$ cat config.mk
export PLATFORM = sky130hd
export DESIGN_NAME = serial_subtractor_flat
export DESIGN_NICKNAME = d
export VERILOG_FILES = /design/src/rtl/serial_subtractor_if.sv /design/src/rtl/serial_subtractor.sv /design/src/flat_wrapper.sv
export SDC_FILE = /design/constraint.sdc
export NUM_CORES = 1
export LEC_CHECK = 0
export BUFFER_PORTS_ARGS = -buffer_cell sky130_fd_sc_hd__clkbuf_2
export CORE_MARGIN = 3
export CORE_UTILIZATION = 47
export DETAILED_ROUTE_END_ITERATION = 7
export GPL_ROUTABILITY_DRIVEN = 0
export PLACE_DENSITY = 0.73
export SLEW_MARGIN = 20
export SYNTH_ARGS = -nofsm -noshare
export SYNTH_HDL_FRONTEND = slang
export SYNTH_SLANG_ARGS = --single-unit
$ cat constraint.sdc
create_clock -name clk -period 1.26 [get_ports clk]
set_clock_uncertainty 0.15 [all_clocks]
set_input_delay 0.063 -clock clk [delete_from_list [all_inputs] [get_ports clk]]
set_output_delay 0.063 -clock clk [all_outputs]
set_load 0.01 [all_outputs]
$ cat src/rtl/serial_subtractor_if.sv
// Handshake and operand/result bundle for the bit-serial subtractor.
// The master side issues start/a/b/bin; the slave side returns busy/done/d/bout.
interface serial_subtractor_if #(
    parameter int WIDTH = 4
);
    logic             start;
    logic [WIDTH-1:0] a;
    logic [WIDTH-1:0] b;
    logic             bin;
    logic             busy;
    logic             done;
    logic [WIDTH-1:0] d;
    logic             bout;

    modport master (output start, a, b, bin, input busy, done, d, bout);
    modport slave  (input start, a, b, bin, output busy, done, d, bout);
endinterface

$ cat src/rtl/serial_subtractor.sv
// Bit-serial D = A - B - Bin, LSB first, through one full-subtractor cell and a borrow flop.
// Optional macro SERSUB_SAT_EN: clamp d to 0 on underflow (bout still reports the borrow).
module serial_subtractor #(
    parameter int WIDTH = 4
) (
    input  logic                 clk,
    input  logic                 reset,
    serial_subtractor_if.slave   bus
);
    localparam int CW = (WIDTH > 1) ? $clog2(WIDTH) : 1;

    typedef enum logic [1:0] {
        IDLE  = 2'd0,
        SHIFT = 2'd1,
        DONE  = 2'd2
    } state_t;

    state_t           state_reg;
    state_t           state_next;
    logic [WIDTH-1:0] sa_reg;
    logic [WIDTH-1:0] sb_reg;
    logic [WIDTH-1:0] r_reg;
    logic [WIDTH-1:0] d_reg;
    logic             br_reg;
    logic             bout_reg;
    logic [CW-1:0]    cnt_reg;

    logic             accept;
    logic             last_bit;
    logic             diff_bit;
    logic             br_next;
    logic [WIDTH-1:0] r_next;
    logic [WIDTH-1:0] d_next;

    assign accept   = bus.start && ((state_reg == IDLE) || (state_reg == DONE));
    assign last_bit = (cnt_reg == CW'(WIDTH - 1));

    // Full-subtractor cell operating on the current LSBs and the stored borrow.
    assign diff_bit = sa_reg[0] ^ sb_reg[0] ^ br_reg;
    assign br_next  = (~sa_reg[0] & sb_reg[0]) | (~(sa_reg[0] ^ sb_reg[0]) & br_reg);
    assign r_next   = {diff_bit, r_reg[WIDTH-1:1]};

`ifdef SERSUB_SAT_EN
    assign d_next = br_next ? '0 : r_next;
`else
    assign d_next = r_next;
`endif

    always_ff @(posedge clk or posedge reset) begin
        if (reset) begin
            state_reg <= IDLE;
        end else begin
            state_reg <= state_next;
        end
    end

    always_comb begin
        state_next = state_reg;
        case (state_reg)
            IDLE:    if (accept) state_next = SHIFT;
            SHIFT:   if (last_bit) state_next = DONE;
            DONE:    state_next = accept ? SHIFT : IDLE;
            default: state_next = IDLE;
        endcase
    end

    // R needs no clear on accept: all WIDTH bits are overwritten before d samples it.
    always_ff @(posedge clk or posedge reset) begin
        if (reset) begin
            sa_reg   <= '0;
            sb_reg   <= '0;
            r_reg    <= '0;
            br_reg   <= 1'b0;
            cnt_reg  <= '0;
            d_reg    <= '0;
            bout_reg <= 1'b0;
        end else if (accept) begin
            sa_reg  <= bus.a;
            sb_reg  <= bus.b;
            br_reg  <= bus.bin;
            cnt_reg <= '0;
        end else if (state_reg == SHIFT) begin
            sa_reg  <= sa_reg >> 1;
            sb_reg  <= sb_reg >> 1;
            r_reg   <= r_next;
            br_reg  <= br_next;
            cnt_reg <= cnt_reg + CW'(1);
            if (last_bit) begin
                d_reg    <= d_next;
                bout_reg <= br_next;
            end
        end
    end

    assign bus.busy = (state_reg == SHIFT);
    assign bus.done = (state_reg == DONE);
    assign bus.d    = d_reg;
    assign bus.bout = bout_reg;
endmodule
$ cat src/flat_wrapper.sv
// flat-port wrapper written by rule: the top's interface ports become plain ports
module serial_subtractor_flat 
#(
    parameter int WIDTH = 4
)
  (clk, reset, bus_start, bus_a, bus_b, bus_bin, bus_busy, bus_done, bus_d, bus_bout);
  serial_subtractor_if #(.WIDTH(WIDTH)) bus_i ();
  input  logic clk;
  input  logic reset;
  input wire logic [$bits(bus_i.start)-1:0] bus_start;
  input wire logic [$bits(bus_i.a)-1:0] bus_a;
  input wire logic [$bits(bus_i.b)-1:0] bus_b;
  input wire logic [$bits(bus_i.bin)-1:0] bus_bin;
  output wire logic [$bits(bus_i.busy)-1:0] bus_busy;
  output wire logic [$bits(bus_i.done)-1:0] bus_done;
  output wire logic [$bits(bus_i.d)-1:0] bus_d;
  output wire logic [$bits(bus_i.bout)-1:0] bus_bout;
  assign bus_i.start = bus_start;
  assign bus_i.a = bus_a;
  assign bus_i.b = bus_b;
  assign bus_i.bin = bus_bin;
  assign bus_busy = bus_i.busy;
  assign bus_done = bus_i.done;
  assign bus_d = bus_i.d;
  assign bus_bout = bus_i.bout;
  serial_subtractor #(.WIDTH(WIDTH)) u_core (.clk(clk), .reset(reset), .bus(bus_i));
endmodule
==> results.txt, run 1 <==
For the worst-skew pair, the clock arrives at the later sink with an insertion delay of 320 ps. The number of levels in the clock H-tree came out at 1. Clock tree synthesis selected as its root buffer the cell clkbuf_4.

The critical path goes through inv_1 > fa_2 > mux2_2. The synthesized design spends more area on one cell type than any other, namely dfrtp_1. The number of unique standard cell types used by synthesis came out at 24.

Counting flops with an async set or reset pin after synthesis yields a share of 100%. Setup repair after global routing could not meet its margin everywhere. The origin of the critical flop-to-flop path is u_core.br_reg. The critical path buffer and inverter count is 1. The most common cell after layout, fill and taps aside is dfrtp_1.

The final period utilization came out at 116%. The slowest cell on the critical path is fa_2. The worst setup path is launched from a register. The final reports fail on setup timing. Port buffering added 18 buffers.

The library cells used most frequently in the layout, excluding fill and tap cells, are dfrtp_1, buf_4, clkbuf_2. The clock-pin slew reported for the worst setup and hold paths after clock tree synthesis came out at 130 ps. The type of the worst setup path is register to register. Setup violations remaining at the end of the flow were counted as 18. Data on the critical path arrives at its endpoint at 1530 ps. The synthesized area came out at 983 sq um. The number of nets in the layout is 155.

The upper clock frequency limit is 686 MHz. The power per cell area is 2630 nW/um^2. The longest clock path from root to sink contains 2 buffers. The number of hold violations in the final report is 0. The worst pin sits at a relative slew slack of between 70% and 80%.

The time the worst path needs with I/O delays and setup came out at 1460 ps. The sequential cell area fraction in the yosys report is 53.4%. The antenna diode instance count is 0. Global routing consumed, over all layers together, between 20 and 25% of the routing resources.

The number of antenna violations at the first check in global routing came to 0. The per-instance average area after synthesis is between 10 and 15 sq um. The leakage dissipation came out at around 0.77 nW. The total core area came out at about 1800 sq um. The half-perimeter wire length after detailed placement is 1.43 mm. Once routing completed, OpenROAD measured the worst setup slack at -198 ps. The wire length of the first global-routing pass is 4.08 mm. By area the synthesized netlist is led by dfrtp_1, mux2_2, buf_6. The number of instances in the synthesized netlist is 83. After detailed routing, the average wire length per cell comes to 15.5 microns.

The count of nets left with antenna violations after detail routing came out at 0. In the synthesized netlist the dominant register cell turns out to be dfrtp_1. The worst setup path startpoint is u_core.br_reg. The violation count after the first detailed-route iteration is 16. The share of cells above drive strength 1 came out at 55.7%. The count of placed standard cells including taps came out at 139. The capturing instance or port of the critical path is u_core.bus.d[3]. The number of buffers created by CTS is 3. The total via count in the routed design is 826.

The maximum ir drop on the vdd rail is 0.00207 V. The pin slew with the least headroom to its limit is 361 ps. For this configuration, the core starts out at a cell density of 53.5%. In this run the register-to-register setup slack is -200 ps. The worst setup path is captured at a register.

The pin count of the biggest net entering global routing came out at 16. The count of synthesis-stage warnings from yosys came out at 0. The number of cells on the worst reg-to-reg path is 3. The area of all placed cells without fillers is between 1500 and 2000 sq um. Summed over all layers, the routed wires come to 2.56 mm.

The count of cell instances traversed by the critical path is 3. The finished layout holds 165 standard cells, fillers aside. TritonCTS built the clock tree. The max-slew violation count came out at 0. For this run, design rule violations remaining after detail routing come to 0.

The count of fill cells added during filler insertion came out at roughly 110. The area of the die came out at 2680 sq um. The endpoint identified for the worst register-to-register timing path is u_core.bus.d[3]. Using the TritonRoute via totals, the vias-per-cell ratio works out to roughly 5.0. The path class of the tightest hold or removal check is input port to async pin. The number of core rows is 15.

The synthesized design contains 21 register bits. The I/O pin total came out at 19. The net count of the mapped netlist is 97. The die extent in y is 51.7 microns. The synthesized design devotes to its leading area cell type between 50% and 60% of total area. The flow ran to the end, but the final reports show violations. The number of maximum-capacitance constraint violations is 0. The placed instances occupy a cell area of ~1200 sq um. The total global routing overflow came out at 0. The top cell family by delay on the critical path is adder cells.

The data required time of the critical path came out at around 1300 ps. Counting flops with a built-in enable in the synthesized netlist gives 0. The die is 51.7 microns wide. The clock sink count came out at 21. The number of global-route vias before repair came to 891. Compared with the post-synthesis result, the final layout area differs by 57.0%. The peak per-stage delay on the critical path is 450 ps. The largest fanout of any net on the critical path came out at 2. The first-pass iteration count of the detailed router is 4.
[cell usage after synthesis, types with 2 or more instances]
cell / instances
inv_1: 4
nand2_1: 10
nor3_1: 4
o22ai_1: 4
a22o_1: 4
nor2_1: 6
buf_6: 4
nor2b_1: 3
dfrtp_1: 21
mux2_2: 5
a21oi_1: 2
a211oi_1: 2
mux2i_1: 2
o21ai_0: 2
[power breakdown]
part	leakage, nW	switching [mW]	internal, mW
Clock	0.0177	0.221	0.119
Sequential	0.255	0.279	1.00
Combinational	0.495	1.03	1.41
Total	0.768	1.53	2.53
[worst min path at each step]
stage | from | end | cells after the start
2_1_floorplan | reset | u_core.br_reg | 1
3_3_place_gp | reset | u_core.bus.d[2] | 2
3_5_place_dp | reset | u_core.bus.d[0] | 2
4_1_cts | reset | u_core.bus.d[0] | 3
5_1_grt | reset | u_core.bus.d[0] | 3
6_report | reset | u_core.bus.d[0] | 3
[final cells by class]
cell class | instances | area [sq um] | area share, %
Sequential cell | 21 | 528 | 34.2
Clock buffer | 3 | 22.5 | 1.46
Timing Repair Buffer | 57 | 455 | 29.5
Multi-Input combinational cell | 53 | 470 | 30.5
Inverter | 5 | 31.3 | 2.03
Tap cell | 25 | 31.3 | 2.03
Clock inverter | 1 | 5.00 | 0.324
[timing repair]
action                     4_1_cts  5_1_grt
resized for setup               17       18
buffers inserted                11        1
hold endpoints to repair        30        0
hold buffers                    10        0
setup endpoints to repair       18       22
pin swaps                        4        4
[stage by stage]
stage,setup WS (ps),power (mW),util (%),TNS (ps),hold slack [ps]
after detailed placement,-168,2.88,65.3,-572,-173
after floorplan,-126,2.32,-,-320,-110
after CTS,-162,3.71,80.3,-1110,27.1
after global placement,-133,2.81,65.3,-353,-176
final,-198,4.06,83.9,-1430,32.4
after global routing,-224,4.32,83.9,-2230,49.0
[metal layers]
| metal | up-vias | wire length [microns] | GRT usage (%) |
|---|---|---|---|
| li1 | 398 | - | - |
| met1 | 391 | 1050 | 26.2 |
| met2 | 28 | 1310 | 36.2 |
| met3 | 9 | 133 | 1.72 |
| met4 | 0 | 72 | 9.17 |
| met5 | - | 0 | 0 |
[cells by family after synthesis]
family          after synthesis  synth area share [%]
compound gates               15                  10.7
xor+xnor                      1                 0.891
fa+ha+maj                     2                  3.31
buf+inv                       9                  7.76
flops                        21                  53.4
mux                           7                  7.76
simple gates                 28                  16.2
[worst register-to-register path, delay by kind of cell, from the launching register on]
family                   cells  cell delay (ps)
adder cells (fa/ha/maj)      1              450
flip-flops                   1              410
multiplexers                 1              280
buffers and inverters        1               80
No activity file was read; power rests on OpenSTA's default activity.
==> run 2: changes to the inputs <==
- ABC_AREA: unset -> 1
==> run 2 against run 1 <==
Compared with the run above:
- the flow still finishes with violations (setup timing)
- area after synthesis shrank 1.3%
- clock power grew 5%
- sequential share of layout area is 0.27 points lower
- die area decreased by 1.1%
- combinational power grew 3%
- global-route usage grew 1.8 points
- total power grew 1.9%
- highest routed layer unchanged
==> results.txt, run 2 <==
The run finished, with violations left. The checks that failed: setup timing. The detailed-route DRC error count is 0. The clock latency reported for the late side of the worst-skew pair is 330 ps. The post-route worst setup slack came out at -175 ps.

The placed instance area is 1140 sq um. Buffers inserted during clock tree synthesis total 3. For this design the ratio of total power to cell area is 2660 nW/um^2.

IR analysis of the VDD net gives a maximum drop of 0.00182 V. The time the worst path needs with I/O delays and setup is 1430 ps. The total overflow left after global routing is 0. After synthesis, the largest area contributor takes up 54.1% of total cell area. Once layout is complete, the utilization of the core stands at 84.4%. The synthesized design spends more area on one cell type than any other, namely dfrtp_1. The per-instance average area after synthesis is 8.23 sq um.

The signed area change from the synthesized netlist to the final layout came out at 59.9%. The end of the worst register-to-register path is u_core.r_reg[3]. The upper clock frequency limit is 697 MHz. Dividing the final minimum period by the clock period gives 114%. The number of nets in the layout is 186. The pin count of the biggest net entering global routing came out at 22.

The count of cells in the finished layout, fillers not included, comes to 197. The share of cells above drive strength 1 is 45.0%. In this run the deepest clock path goes through 2 buffers. The number of levels in the clock H-tree is 1. The starting density of the core is 52.8%. The number of global-route vias before repair came to about 960. The area of the die came out at 2650 sq um. The synthesized design contains 0 enable-type register cells. The worst hold slack across all endpoints came out at 134 ps. The total via count in the routed design is slightly above 1k. The total length of routed wires is 3.35 mm. In this run the critical register-to-register path is launched from u_core.sb_reg[0]. The number of unique standard cell types used by synthesis came out at 17.

The worst reg-to-reg setup slack is -170 ps. The largest fanout of any net on the critical path came out at 2. The die extent in y came out at 51.5 microns. The number of maximum-capacitance constraint violations is 0. The max-slew violation count came to 0.

The buffer type at the clock tree root is clkbuf_4. By instance count, the leading cell after synthesis is nand2_1. The worst setup path is launched from a register. In this run the worst hold path is classified as input port to async pin.

The net count of the mapped netlist came out at 132. Setup repair after global routing could not meet its margin everywhere. The port buffer count is 18.

The post-synthesis sequential element count is 21. The final-report setup violation count is 14. Clock-pin slew was measured on the worst setup and hold paths at 140 ps. The post-synthesis async set-or-reset flop share is 100%. The number of hold violations in the final report came to 0. The number of antenna violations at the first check in global routing was 1.

The count of placed standard cells including taps is about 170. The core region is about 1800 sq um. The peak per-stage delay on the critical path is 570 ps.

By area the synthesized netlist is led by dfrtp_1, nand2_1, inv_1. The clock sink count came out at 21. The total routing resource utilization after global routing is 22.6%. TritonCTS built the clock tree. The signal on the critical path passes through inv_2 > fa_2 > inv_2 > o21ai_2. The ratio of routed vias to standard cells is 5.19. By count the netlist is led by nand2_1, dfrtp_1, inv_1. The top cell family by delay on the critical path is adder cells. Dividing the detail-routed wire length by the instance count gives 17.0 microns. The violation count after the first detailed-route iteration is 46. The leakage dissipation is 0.829 nW. Summing the sequential cell areas from Yosys gives 54.1% of the chip area. The first detailed-routing pass took 4 iterations.

The number of core rows is 15. The I/O pin total came out at 19. The slowest cell on the critical path is fa_2.

The half-perimeter wire length after detailed placement came out at 1.34 mm. The area of all placed cells without fillers is 1550 sq um. The mapped netlist covers 971 sq um. The worst pin sits at a relative slew slack of 82.1%. The library cell used most frequently in the layout, excluding fill and tap cells, is nand2_1.

Counting stages on the worst path, the most repeated cell is inv_2. STA classifies the critical path endpoint as a register. The number of instances in the synthesized netlist came out at 118.

At the worst endpoint, the arrival time is 1530 ps. The type of the worst setup path is register to register. In this run the remaining antenna-violating nets after routing total 0. The width of the chip came out at 51.5 microns.

The wire length of the first global-routing pass came out at about 4.3 mm. The most used flip-flop cell after synthesis is dfrtp_1. The top cell types in the final layout, fill and taps aside, are nand2_1, dfrtp_1, clkbuf_2.

The pin slew with the least headroom to its limit is approximately 270 ps. The depth of the worst register-to-register path came out at 4. The critical path buffer and inverter count is 2. At the worst endpoint, the required time is 1360 ps. The sum of negative setup slack came out at -883 ps. The count of synthesis-stage warnings from yosys came out at 0.
## run 2: changes by cell type in the layout (fill, tap and decap cells not counted), sizes merged, moves of 3 or more
cell / previous run / this run
inv: 4 / 21
a22o: 4 / 0
nand2: 10 / 52
nor2: 7 / 4
o21ai: 2 / 8
nand3: 0 / 9
mux2: 5 / 0
nor3: 4 / 0
o22ai: 4 / 0
nor2b: 4 / 0
buf: 31 / 22
## run 2: worst reg2reg max path, delay by kind of cell (launching register included)
family / cells / cell delay (ps)
fa+ha+maj: 1 / 570
flops: 1 / 400
compound gates: 1 / 130
buf+inv: 2 / 110
## run 2: logic make-up after synthesis
kind of cell	after synthesis	share of synthesized area (%)
and+or+nand+nor	64	28.5
buffers and inverters	22	9.41
DFF	21	54.1
AOI/OAI and AO/OA	9	4.64
adders and majority gates	2	3.35
## run 2: area by class of cell
| cell class | count | area [sq um] |
|---|---|---|
| Antenna cell | 1 | 2.50 |
| Multi-Input combinational cell | 76 | 482 |
| Clock buffer | 4 | 26.3 |
| Sequential cell | 21 | 527 |
| Inverter | 21 | 88.8 |
| Tap cell | 25 | 31.3 |
| Timing Repair Buffer | 49 | 395 |
| Fill cell | 108 | 287 |
## run 2: worst max path at each step
stage | depth (start not counted) | endpoint | slack (ps) | from
CTS | 4 | bus_busy | -90 | u_core.state_reg[0]
floorplan | 4 | u_core.bus.d[3] | -5 | u_core.sb_reg[0]
detailed placement | 4 | u_core.bus.d[3] | -70 | u_core.sb_reg[0]
finish | 4 | u_core.r_reg[3] | -170 | u_core.sb_reg[0]
global placement | 4 | u_core.r_reg[3] | -20 | u_core.sb_reg[0]
global route | 4 | u_core.bus.d[3] | -190 | u_core.sb_reg[0]
## run 2: timing repair
item,4_1_cts,5_1_grt
buffers inserted,8,5
endpoints found under the setup margin,6,21
pin swaps,4,15
hold buffers,11,0
endpoints found under the hold margin,31,0
gates cloned,0,1
resized for setup,9,42
## run 2: metal layers
metal	track usage (%)	wire (microns)	up-vias
li1	-	-	466
met1	25.9	1280	483
met2	38.8	1710	57
met3	5.25	205	16
met4	11.8	157	0
met5	0	0	-
## run 2: power by group
group / switching (mW) / internal [mW]
logic: 1.39 / 1.12
registers: 0.266 / 0.995
clock network: 0.233 / 0.124
total: 1.89 / 2.24
## run 2: metrics by stage
step	power, mW	worst slack (ps)
floorplan	2.12	-5.03
global placement	2.52	-24.2
detailed placement	2.57	-70.5
CTS	3.22	-91.3
global route	4.38	-185
finish	4.13	-175
